--- src/rtl/wb_arbiter_pkg.sv ---
// Shared widths and load funct3 encodings for the writeback stage.
package wb_arbiter_pkg;

  localparam int WB_XLEN = 64;
  localparam int WB_RA_W = 5;

  localparam logic [2:0] F3_LB  = 3'b000;
  localparam logic [2:0] F3_LH  = 3'b001;
  localparam logic [2:0] F3_LW  = 3'b010;
  localparam logic [2:0] F3_LD  = 3'b011;
  localparam logic [2:0] F3_LBU = 3'b100;
  localparam logic [2:0] F3_LHU = 3'b101;
  localparam logic [2:0] F3_LWU = 3'b110;

endpackage

--- src/rtl/load_align_ext.sv ---
// Load response formatter: shifts the raw doubleword down to the addressed
// byte lane and sign/zero-extends it to XLEN according to funct3.
module load_align_ext
  import wb_arbiter_pkg::*;
#(
  parameter int XLEN = WB_XLEN
) (
  input  logic [2:0]      funct3_i,
  input  logic [2:0]      addr_lo_i,
  input  logic [XLEN-1:0] rdata_i,
  output logic [XLEN-1:0] data_o,
  output logic            illegal_o
);

  logic [XLEN-1:0] shifted;

  // NOTE: every output of a combinational block gets a default first so
  // that no path through the case statement infers a latch.
  always_comb begin
    shifted   = rdata_i >> {addr_lo_i, 3'b000};
    data_o    = '0;
    illegal_o = 1'b0;
    case (funct3_i)
      F3_LB:   data_o = {{(XLEN-8){shifted[7]}}, shifted[7:0]};
      F3_LH:   data_o = {{(XLEN-16){shifted[15]}}, shifted[15:0]};
      F3_LW:   data_o = {{(XLEN-32){shifted[31]}}, shifted[31:0]};
      F3_LD:   data_o = shifted;
      F3_LBU:  data_o = {{(XLEN-8){1'b0}}, shifted[7:0]};
      F3_LHU:  data_o = {{(XLEN-16){1'b0}}, shifted[15:0]};
      F3_LWU:  data_o = {{(XLEN-32){1'b0}}, shifted[31:0]};
      default: illegal_o = 1'b1;
    endcase
  end

endmodule

--- src/rtl/wb_arbiter.sv ---
// Writeback arbiter: merges ALU/CSR results and formatted load responses into
// the single registered register-file write port, queueing ALU results behind loads.
module wb_arbiter
  import wb_arbiter_pkg::*;
#(
  parameter int XLEN        = WB_XLEN,
  parameter int RA_W        = WB_RA_W,
  parameter int ALU_Q_DEPTH = 2
) (
  input  logic            clk,
  input  logic            rst,
  input  logic            alu_valid,
  output logic            alu_ready,
  input  logic            alu_wen,
  input  logic [RA_W-1:0] alu_rd,
  input  logic [XLEN-1:0] alu_data,
  input  logic            lsu_valid,
  output logic            lsu_ready,
  input  logic [RA_W-1:0] lsu_rd,
  input  logic [2:0]      lsu_funct3,
  input  logic [2:0]      lsu_addr_lo,
  input  logic [XLEN-1:0] lsu_rdata,
  output logic            we,
  output logic [RA_W-1:0] waddr,
  output logic [XLEN-1:0] wdata,
  output logic            commit,
  output logic            load_err
);

  localparam int PTR_W = $clog2(ALU_Q_DEPTH);
  localparam int CNT_W = PTR_W + 1;
  localparam logic [CNT_W-1:0] Q_FULL = CNT_W'(ALU_Q_DEPTH);

  typedef enum logic [1:0] {S_IDLE, S_QUEUED, S_DRAIN} state_e;

  state_e           state_q, state_d;
  logic [CNT_W-1:0] count_q, count_d;
  logic [PTR_W-1:0] head_q, head_d, tail_q, tail_d;

  logic             q_wen_q  [ALU_Q_DEPTH];
  logic [RA_W-1:0]  q_rd_q   [ALU_Q_DEPTH];
  logic [XLEN-1:0]  q_data_q [ALU_Q_DEPTH];

  logic            we_q, we_d;
  logic [RA_W-1:0] waddr_q, waddr_d;
  logic [XLEN-1:0] wdata_q, wdata_d;
  logic            commit_q, commit_d;
  logic            load_err_q, load_err_d;

  logic [XLEN-1:0] load_data;
  logic            load_illegal;
  logic            lsu_fire, alu_fire, bypass, push, pop;

  load_align_ext #(.XLEN(XLEN)) u_align (
    .funct3_i  (lsu_funct3),
    .addr_lo_i (lsu_addr_lo),
    .rdata_i   (lsu_rdata),
    .data_o    (load_data),
    .illegal_o (load_illegal)
  );

  // Loads win unless the queue is full; the queue head then wins so ALU
  // results always make progress under a stream of loads.
  always_comb begin
    alu_ready = !rst && (count_q < Q_FULL);
    lsu_ready = !rst && (state_q != S_DRAIN);
    lsu_fire  = lsu_valid && lsu_ready;
    alu_fire  = alu_valid && alu_ready;
    pop       = !lsu_fire && (count_q != '0);
    bypass    = alu_fire && !lsu_fire && (count_q == '0);
    push      = alu_fire && !bypass;
  end

  always_comb begin
    count_d = count_q + CNT_W'(push) - CNT_W'(pop);
    head_d  = pop  ? head_q + PTR_W'(1) : head_q;
    tail_d  = push ? tail_q + PTR_W'(1) : tail_q;
    state_d = state_q;
    case (state_q)
      S_IDLE:   if (push) state_d = S_QUEUED;
      S_QUEUED: begin
        if (count_d == Q_FULL)   state_d = S_DRAIN;
        else if (count_d == '0)  state_d = S_IDLE;
      end
      S_DRAIN:  if (pop && !push) state_d = S_QUEUED;
      default:  state_d = S_IDLE;
    endcase
  end

  // Unused write fields are forced to zero so the bypass path sees clean data.
  always_comb begin
    we_d       = 1'b0;
    waddr_d    = '0;
    wdata_d    = '0;
    commit_d   = 1'b0;
    load_err_d = 1'b0;
    if (lsu_fire) begin
      commit_d = 1'b1;
      if (load_illegal) begin
        load_err_d = 1'b1;
      end else if (lsu_rd != '0) begin
        we_d    = 1'b1;
        waddr_d = lsu_rd;
        wdata_d = load_data;
      end
    end else if (pop) begin
      commit_d = 1'b1;
      if (q_wen_q[head_q] && (q_rd_q[head_q] != '0)) begin
        we_d    = 1'b1;
        waddr_d = q_rd_q[head_q];
        wdata_d = q_data_q[head_q];
      end
    end else if (bypass) begin
      commit_d = 1'b1;
      if (alu_wen && (alu_rd != '0)) begin
        we_d    = 1'b1;
        waddr_d = alu_rd;
        wdata_d = alu_data;
      end
    end
  end

  // NOTE: sequential state uses non-blocking assignments so every register
  // samples the pre-edge values regardless of statement order.
  always_ff @(posedge clk) begin
    if (rst) begin
      state_q    <= S_IDLE;
      count_q    <= '0;
      head_q     <= '0;
      tail_q     <= '0;
      we_q       <= 1'b0;
      waddr_q    <= '0;
      wdata_q    <= '0;
      commit_q   <= 1'b0;
      load_err_q <= 1'b0;
    end else begin
      state_q    <= state_d;
      count_q    <= count_d;
      head_q     <= head_d;
      tail_q     <= tail_d;
      we_q       <= we_d;
      waddr_q    <= waddr_d;
      wdata_q    <= wdata_d;
      commit_q   <= commit_d;
      load_err_q <= load_err_d;
    end
  end

  // NOTE: queue storage is not reset; count_q alone decides which entries
  // are live, so stale contents are never observed.
  always_ff @(posedge clk) begin
    if (push) begin
      q_wen_q[tail_q]  <= alu_wen;
      q_rd_q[tail_q]   <= alu_rd;
      q_data_q[tail_q] <= alu_data;
    end
  end

  assign we       = we_q;
  assign waddr    = waddr_q;
  assign wdata    = wdata_q;
  assign commit   = commit_q;
  assign load_err = load_err_q;

endmodule

--- config.mk ---
export PLATFORM = sky130hd
export DESIGN_NAME = wb_arbiter
export DESIGN_NICKNAME = d
export VERILOG_FILES = /design/src/rtl/wb_arbiter_pkg.sv /design/src/rtl/load_align_ext.sv /design/src/rtl/wb_arbiter.sv
export SDC_FILE = /design/constraint.sdc
export NUM_CORES = 1
export LEC_CHECK = 0
export CAP_MARGIN = 25
export CORE_ASPECT_RATIO = 1.75
export CORE_MARGIN = 2
export CORE_UTILIZATION = 50
export CTS_BUF_LIST = sky130_fd_sc_hd__clkbuf_8
export CTS_CLUSTER_DIAMETER = 120
export DETAILED_ROUTE_END_ITERATION = 6
export GPL_ROUTABILITY_DRIVEN = 0
export GPL_TIMING_DRIVEN = 1
export MAX_ROUTING_LAYER = met4
export PLACE_DENSITY_LB_ADDON = 0.2
export SLEW_MARGIN = 0
export SYNTH_ARGS = -nofsm -noshare
export SYNTH_HDL_FRONTEND = slang
export SYNTH_SLANG_ARGS = --single-unit
--- constraint.sdc ---
create_clock -name clk -period 7.2 [get_ports clk]
set_input_delay 1.08 -clock clk [delete_from_list [all_inputs] [get_ports clk]]
set_output_delay 1.08 -clock clk [all_outputs]
set_load 0.05 [all_outputs]
==> flow_metrics.tcl, run 1 <==
set metrics [dict create \
    status "finished clean" \
    synthMuxAreaShare_pct 17.57 \
    dieArea_um2 22280 \
    grt_pass1_vias 8115 \
    clock_sinks 219 \
    wl_per_cell_um 23.52 \
    cp-start-kind "input pin" \
    slew_headroom_pct 33.45 \
    viasPerCell 6.168 \
    clk_pin_slew_ns 0.06 \
    drive_gt1_share_pct 17.60 \
    insertion_delay_ns 0.56 \
    p_sw_w 0.001135 \
    ys_types 52 \
    clockBufferDepth 3 \
    wirelength_um 30700 \
    die_w_um 113.7 \
    cts_hold_buf 0 \
    syn_avg_cell_area_um2 12.54 \
    reg2reg_depth 6 \
    die_y_um 196.0 \
    overflow 0 \
    worstPathRequired_ns 6.12 \
    cts_tree "done" \
    r2r_slack_ns 4.48 \
    drc 0 \
    switching_share_pct 31.79 \
    clkPwrFrac_pct 27.1 \
    hpwl_um 21260 \
    critPathKind "in -> out" \
    power.density_nw_per_um2 264.4 \
    hp-class "reg -> reg" \
    drt_iter0_drc 830 \
    ys_seq_area_share_pct 54.94 \
    preCtsSetupSlack_ns 2.591 \
    grt_max_degree 79 \
    netlist_area_um2 10530 \
    num_vias 8049 \
    tightest_slew_ns 0.9959 \
    rsz0062_at_grt "no" \
    synthesis.instances 840 \
    cp_max_fo 39 \
    clock_skew_ns 0.01171 \
    final_cell_mix "clkdlybuf4s50_1, edfxtp_1, mux2_2, dfxtp_1, a22oi_1" \
    timing.rr.start "state_q[0]$_SDFFE_PP0P_" \
    setup-tns-final_ns 0 \
    core_um2 20760 \
    synth_edf_count 140 \
    fmax_ghz 0.2625 \
    cts_buffers 31 \
    antenna_found_initial 2 \
    timing.final.crit_share_pct 52.90 \
    yosys_warnings 0 \
    timing.hold.ws_ns 0.5184 \
    grt_pass1_wl_um 46090 \
    synth_adder_area_share_pct 0.3564 \
    ctsResizeCount 0 \
    p_seq_share_pct 41.7 \
    drv_slew 0 \
    postCtsSetupBuffers 0 \
    synth_nets 992 \
    syn_to_final_growth_pct 28.23 \
    firstDrtPassIters 5 \
    arrival_ns 2.73 \
    worstHoldStart "head_q$_SDFFE_PP0N_" \
    clockRootBuffer "clkbuf_8" \
    synth_simple_gate_area_share_pct 9.124 \
    p_comb_share_pct 31.2 \
    track_usage_pct 27.69 \
    io_pins 223 \
    ir_worst_vdd_mv 0.1813 \
    maxCapViolations 0 \
    synth_compound_area_share_pct 14.03 \
    synth_ff_type "edfxtp_1" \
    synth-xor-area-share_pct 0.3327 \
    synth_top_family_by_area "multiplexers" \
    fp-row-count 70 \
    htreeDepth 1 \
    finalSetupViolCount 0 \
    ant_nets 0 \
    whs_path_depth 2 \
    portBuffers 222 \
    hold_viol 0 \
    end_kind "output pin" \
    p_leak_nw 4.527 \
    synth_seq_cells 219 \
    regToRegEndpoint "wdata[10]$_SDFF_PP0_" \
    layout.nets 1180 \
    setup_ws_ns 3.391 \
    internal_power_w 0.002436 \
    layout_commonest_cell "clkdlybuf4s50_1" \
    fin_crit_ns 3.809 \
    async_reset_ff_share_pct 0 \
    start_util_pct 50.74 \
]
==> power by group through the flow <==
| stage | combinational, W | clock, W | sequential [W] |
|---|---|---|---|
| detailed placement | 0.00111 | 0 | 0.00152 |
| global route | 0.00118 | 0.00104 | 0.00150 |
| floorplan | 0.000563 | 0 | 0.00169 |
| finish | 0.00111 | 0.000967 | 0.00149 |
| global placement | 0.00110 | 0 | 0.00152 |
| CTS | 0.00111 | 0.000987 | 0.00149 |
==> worst max path at each step <==
stage	start	endpoint	slack (ns)	depth (start not counted)
2_1_floorplan	rst	q_data_q[0][0]$_DFFE_PP_	1.37	4
3_3_place_gp	lsu_addr_lo[2]	wdata[62]$_SDFF_PP0_	2.65	5
3_5_place_dp	lsu_addr_lo[2]	wdata[52]$_SDFF_PP0_	2.59	7
4_1_cts	lsu_addr_lo[2]	wdata[63]$_SDFF_PP0_	3.18	5
5_1_grt	rst	alu_ready	3.33	3
6_report	rst	alu_ready	3.39	3
==> cell usage after synthesis (all sizes together), types with 2 or more instances <==
master,number,share of area [%]
mux2,80,8.6
nor3,21,1.0
a2bb2oi,14,1.2
nand2b,9,0.53
o22ai,49,2.9
clkbuf,46,1.6
dfxtp,79,15
or2,2,0.12
a21oi,13,0.62
o21ai,18,0.86
nand2,28,1.0
or4,2,0.14
a222oi,2,0.19
edfxtp,140,40
a221oi,4,0.33
inv,5,0.18
nor2b,21,1.2
mux2i,27,2.6
o31ai,8,0.57
nor4,18,1.3
a2111oi,16,1.4
a211oi,7,0.50
nand3b,2,0.14
nand3,3,0.14
ha,3,0.36
xnor2,3,0.25
nor2,60,2.1
buf,34,1.8
and2,11,0.65
mux4,30,6.4
a22oi,72,5.1
==> area by class of cell <==
class                   count  area [µm²]
flip-flops and latches    219        5789
inverters                   5       18.77
well taps                 252       315.3
clock inverters            21       136.4
fillers                  1626        7253
repair buffers            235        2350
clock buffers              35       481.7
multi-input cells         536        4408
diodes                      2       5.005
==> state kept, by name, indices dropped and copies added (netlist names), 2 cells and up, named ones only <==
signal    count
q_data_q    128
wdata        64
q_rd_q       10
waddr         5
count_q       2
q_wen_q       2
state_q       2
==> through the flow <==
step,util (%),instance area (µm²),power [W],std cells
after floorplan,-,10530,0.002251,840
final,65.06,13500,0.003571,1305
after CTS,64.72,13430,0.003589,1300
after detailed placement,61.74,12820,0.002622,1244
after global placement,61.74,12820,0.002615,1244
after global routing,65.06,13500,0.003716,1305
==> routing by layer <==
metal	vias to the layer above	track usage (%)	part of all wire, %
met1	3889	32.80	37
met2	372	46.66	51
met5	-	-	0
met4	0	12.74	5.0
met3	100	3.800	6.2
li1	3688	-	-
==> kinds of logic after synthesis <==
group,count (synthesis)
and+or+nand+nor,185
muxes,137
adders and majority gates,3
DFF,219
xor gates and xnor gates,4
buffers and inverters,85
AOI/OAI and AO/OA,207
==> worst max-delay path: stages <==
cell	delay, ns
buf_2	0.34
nor2_1	0.42
clkdlybuf4s50_1	0.88
Power figures use the tool's default switching activity.
==> inputs of run 2 (changes only) <==
Settings changed: CORE_UTILIZATION 50 to 48.
Clock period 7.2 ns to 3.4 ns, I/O delays scaled along.
==> run 2 against run 1 <==
Against the previous run:
- final area grew 2.4%
- via count increased by 1.1%
- combinational power grew 120%
- utilization decreased by 0.76 points
- sequential share of layout area shrank 0.99 points
- register-to-register slack worse by 3.5 ns
- clock-buffer cell count is the same
==> flow_metrics.tcl, run 2 (same netlist as run 1, synthesis figures left out) <==
set metrics [dict create \
    status "finished clean" \
    dieArea_um2 23190 \
    die_w_um 116.0 \
    ctsResizeCount 0 \
    viasPerCell 5.941 \
    clkPwrFrac_pct 28.0 \
    fp-row-count 71 \
    cts_tree "done" \
    timing.hold.ws_ns 0.4473 \
    layout_commonest_cell "clkdlybuf4s50_1" \
    firstDrtPassIters 5 \
    clock_skew_ns 0.03506 \
    hold_viol 0 \
    maxCapViolations 0 \
    p_leak_nw 4.687 \
    grt_pass1_wl_um 46910 \
    path_cells "nor2_1, clkdlybuf4s50_1" \
    dpl_cell_area_um2 13170 \
    switching_share_pct 31.79 \
    clock_sinks 219 \
    clk_pin_slew_ns 0.07 \
    overflow 0 \
    cp_max_fo 4 \
    r2r_slack_ns 0.95 \
    num_vias 8139 \
    portBuffers 222 \
    timing.final.crit_share_pct 74.43 \
    setup_ws_ns 0.8695 \
    tightest_slew_ns 0.7577 \
    wirelength_um 31350 \
    track_usage_pct 27.70 \
    power.density_nw_per_um2 558.1 \
    cpPeakStageDelay_ns 0.86 \
    p_seq_share_pct 40.9 \
    cts_hold_buf 0 \
    whs_path_depth 3 \
    p_comb_share_pct 31.0 \
    wl_per_cell_um 22.88 \
    arrival_ns 2.02 \
    grt_pass1_vias 8306 \
    path_delay_family "buffers and inverters" \
    internal_power_w 0.005262 \
    clockRootBuffer "clkbuf_8" \
    syn_to_final_growth_pct 31.25 \
    post-route-cell-area_um2 13820 \
    worstHoldStart "rst" \
    timing.rr.start "state_q[0]$_SDFFE_PP0P_" \
    hp-class "in -> reg" \
    rsz0062_at_grt "no" \
    slowest_stage "clkdlybuf4s50_1" \
    slew_headroom_pct 49.10 \
    start_util_pct 48.99 \
    antenna_found_initial 2 \
    ant_nets 0 \
    ir_worst_vdd_mv 0.3304 \
    drc 0 \
    die_y_um 200.0 \
    layout.nets 1204 \
    preCtsSetupSlack_ns 0.3757 \
    regToRegEndpoint "state_q[1]$_SDFFE_PP0P_" \
    worstPathRequired_ns 2.89 \
    critPathKind "reg -> out" \
    reg2reg_depth 11 \
    largest_register "q_data_q" \
    dp.cells 1311 \
    setup-tns-final_ns 0 \
    insertion_delay_ns 0.60 \
    fin_crit_ns 2.530 \
    min_to "we$_SDFF_PP0_" \
    fill_cells 1780 \
    core_um2 21500 \
    end_kind "output pin" \
    drive_gt1_share_pct 19.52 \
    stdcell_count 1370 \
    htreeDepth 1 \
    drv_slew 0 \
    path_buf_inv 1 \
    p_sw_w 0.002452 \
    fmax_ghz 0.3952 \
    cts_buffers 31 \
    postCtsSetupBuffers 0 \
    io_pins 223 \
    drt_iter0_drc 847 \
    final_cell_mix "clkdlybuf4s50_1, edfxtp_1, mux2_2, dfxtp_1, a22oi_1" \
    grt_max_degree 68 \
    hpwl_um 22520 \
    largest_reg_flops 128 \
    cp-start-kind "flop" \
    clockBufferDepth 3 \
    finalSetupViolCount 0 \
]
run 2: area by class of cell:
type                       count  area, µm²  share of cell area (%)
antenna                        2      5.005                 0.03621
clock buffer                  35      481.7                   3.485
clock inverter                22      166.4                   1.204
inverter                       5      18.77                  0.1358
multi-input combinational    536       4408                   31.89
sequential                   219       5789                   41.88
tap                          292      365.4                   2.643
timing repair buffer         259       2587                   18.72
run 2: how the worst max path moves through the flow:
stage	slack, ns	from	to	depth (start not counted)
global placement	0.39	lsu_rdata[63]	wdata[47]$_SDFF_PP0_	6
finish	0.87	count_q[1]$_SDFF_PP0_	alu_ready	2
detailed placement	0.38	lsu_rdata[63]	wdata[47]$_SDFF_PP0_	6
CTS	0.85	count_q[1]$_SDFF_PP0_	alu_ready	2
global route	0.73	state_q[0]$_SDFFE_PP0P_	state_q[1]$_SDFFE_PP0P_	11
floorplan	-0.71	rst	q_data_q[1][0]$_DFFE_PP_	4
run 2: worst min-delay path, stage by stage:
cell and delay, ns:
buf_2 0.16, buf_4 0.22, nor2_1 0.11
run 2: metal layers:
| layer | share of wire (%) | GRT usage (%) | vias up |
|---|---|---|---|
| li1 | - | - | 3730 |
| met1 | 36 | 31.08 | 3933 |
| met2 | 52 | 47.59 | 384 |
| met3 | 6.6 | 4.197 | 92 |
| met4 | 5.1 | 14.11 | 0 |
| met5 | 0 | - | - |
run 2: power by group through the flow:
stage	logic (W)	clock network (W)	registers [W]
after global routing	0.00255	0.00232	0.00318
final	0.00239	0.00216	0.00316
after floorplan	0.00119	0	0.00357
after global placement	0.00236	0	0.00322
after detailed placement	0.00238	0	0.00322
after CTS	0.00239	0.00220	0.00316
run 2: per-stage QoR:
step           total power [W]  util [%]
6_report              0.007714     64.29
2_1_floorplan         0.004763         -
4_1_cts               0.007753     64.27
5_1_grt               0.008041     64.29
3_3_place_gp          0.005575     61.26
3_5_place_dp          0.005600     61.26
==> inputs of run 3 (changes only) <==
Settings changed: CORE_UTILIZATION 48 to 50.
Clock period 3.4 ns to 2.5 ns, I/O delays scaled along.
==> run 3 against run 2 <==
Against the previous run:
- routed wire length shrank 0.75%
- critical endpoint is now wdata[16]$_SDFF_PP0_
- largest power group unchanged
- highest routed layer unchanged
- largest cell class unchanged
- clock skew shrank 0.020 ns
- combinational power grew 41%
==> flow_metrics.tcl, run 3 (same netlist as run 1, synthesis figures left out) <==
set metrics [dict create \
    cp_max_fo 27 \
    fill_cells 1576 \
    drv_slew 0 \
    largest_reg_flops 128 \
    dieArea_um2 22280 \
    cts_buffers 30 \
    path_cells "or4b_2, o22ai_2, a21oi_4, buf_12, a22oi_1, o22ai_1" \
    timing.final.crit_share_pct 91.96 \
    arrival_ns 2.72 \
    start_util_pct 50.74 \
    fp-row-count 70 \
    ir_worst_vdd_mv 0.5297 \
    largest_register "q_data_q" \
    clock_skew_ns 0.01523 \
    worstHoldStart "rst" \
    path_delay_family "compound AO/OA/AOI/OAI gates" \
    viasPerCell 6.130 \
    end_kind "flop" \
    drc 0 \
    layout.nets 1236 \
    antenna_found_initial 4 \
    core_um2 20760 \
    fin_crit_ns 2.299 \
    timing.rr.start "q_rd_q[1][0]$_DFFE_PP_" \
    wirelength_um 31110 \
    cp-start-kind "flop" \
    slowest_stage "or4b_2" \
    clockBufferDepth 3 \
    overflow 0 \
    final_cell_mix "clkdlybuf4s50_1, edfxtp_1, mux2_2, dfxtp_1, a22oi_1" \
    path_buf_inv 1 \
    die_y_um 196.0 \
    busiest_layer "met2" \
    clk_pin_slew_ns 0.07 \
    drive_gt1_share_pct 22.02 \
    worstPathRequired_ns 2.92 \
    layout_commonest_cell "clkdlybuf4s50_1" \
    dp.cells 1304 \
    maxCapViolations 0 \
    cpPeakStageDelay_ns 0.71 \
    finalSetupViolCount 0 \
    die_w_um 113.7 \
    insertion_delay_ns 0.57 \
    setup_ws_ns 0.2010 \
    preCtsSetupSlack_ns -0.1865 \
    rsz0062_at_grt "no" \
    grt_max_degree 72 \
    grt_pass1_wl_um 47060 \
    slew_headroom_pct 48.29 \
    firstDrtPassIters 5 \
    status "finished clean" \
    hold_viol 0 \
    postCtsSetupBuffers 0 \
    cts_tree "done" \
    use_met2_pct 48.39 \
    power.density_nw_per_um2 731.6 \
    wl_per_cell_um 22.81 \
    stdcell_count 1364 \
    drt_iter0_drc 748 \
    syn_to_final_growth_pct 33.11 \
    crit_start "q_rd_q[1][0]$_DFFE_PP_" \
    hp-class "in -> reg" \
    tightest_slew_ns 0.7756 \
    io_pins 223 \
    grt_pass1_vias 8315 \
    htreeDepth 1 \
    clock_sinks 219 \
    hpwl_um 22560 \
    p_leak_nw 4.827 \
    ant_nets 0 \
    critPathKind "reg -> reg" \
    grt_use_met1_pct 33.13 \
    portBuffers 222 \
    grt_util_met3_pct 3.645 \
    track_usage_pct 28.24 \
    fmax_ghz 0.4350 \
    clockRootBuffer "clkbuf_8" \
    num_vias 8361 \
]
## run 3: cell count changes in the layout (fill, tap and decap cells not counted), moves of 2 or more
cell             delta
buf_12              +4
buf_4              +31
bufinv_16           -3
clkdlybuf4s50_1     -2
clkinv_1            +2
clkinv_2            -3
diode_2             +2
## run 3: path summary, 6_finish.rpt
kind                          end  slack [ns]  cells past startpoint
max          wdata[16]$_SDFF_PP0_        0.20                      6
min           waddr[4]$_SDFF_PP0_        0.17                      2
max reg2reg  wdata[16]$_SDFF_PP0_        0.20                      6
min reg2reg                  flop        0.52                      2
## run 3: per-stage QoR
step	total power [W]	TNS, ns	utilization, %	hold WS [ns]	area (µm²)
floorplan	0.006495	-0.7019	-	0.4739	10580
global placement	0.007700	-4.089	64.71	0.4964	13430
detailed placement	0.007729	-4.894	64.71	0.5049	13430
CTS	0.01031	0	67.46	0.1408	14000
global route	0.01066	0	67.53	0.1678	14020
finish	0.01026	0	67.53	0.1731	14020
## run 3: what timing repair did
action                                  CTS  global route
gates resized for setup                   0             1
endpoints found under the setup margin    0             1
hold endpoints to repair                  0             0
hold buffers                              0             0
## run 3: where the power goes
group	switching, W	leakage, nW	internal, W
registers	0.000129	1.91	0.00416
logic	0.00188	2.58	0.00150
clock network	0.00131	0.337	0.00127
## run 3: metal layers
layer | vias up | share of wire (%)
met3 | 76 | 5.7
met5 | - | 0
met1 | 4113 | 37
met4 | 0 | 4.4
li1 | 3799 | -
met2 | 373 | 53
## run 3: final cells by class
cell class / instances / area, µm² / share of cell area [%]
flip-flops and latches: 219 / 5789 / 41.30
multi-input cells: 536 / 4434 / 31.63
repair buffers: 292 / 2880 / 20.55
clock buffers: 35 / 481.7 / 3.436
well taps: 252 / 315.3 / 2.249
clock inverters: 21 / 88.84 / 0.6337
inverters: 5 / 18.77 / 0.1339
diodes: 4 / 10.01 / 0.07140
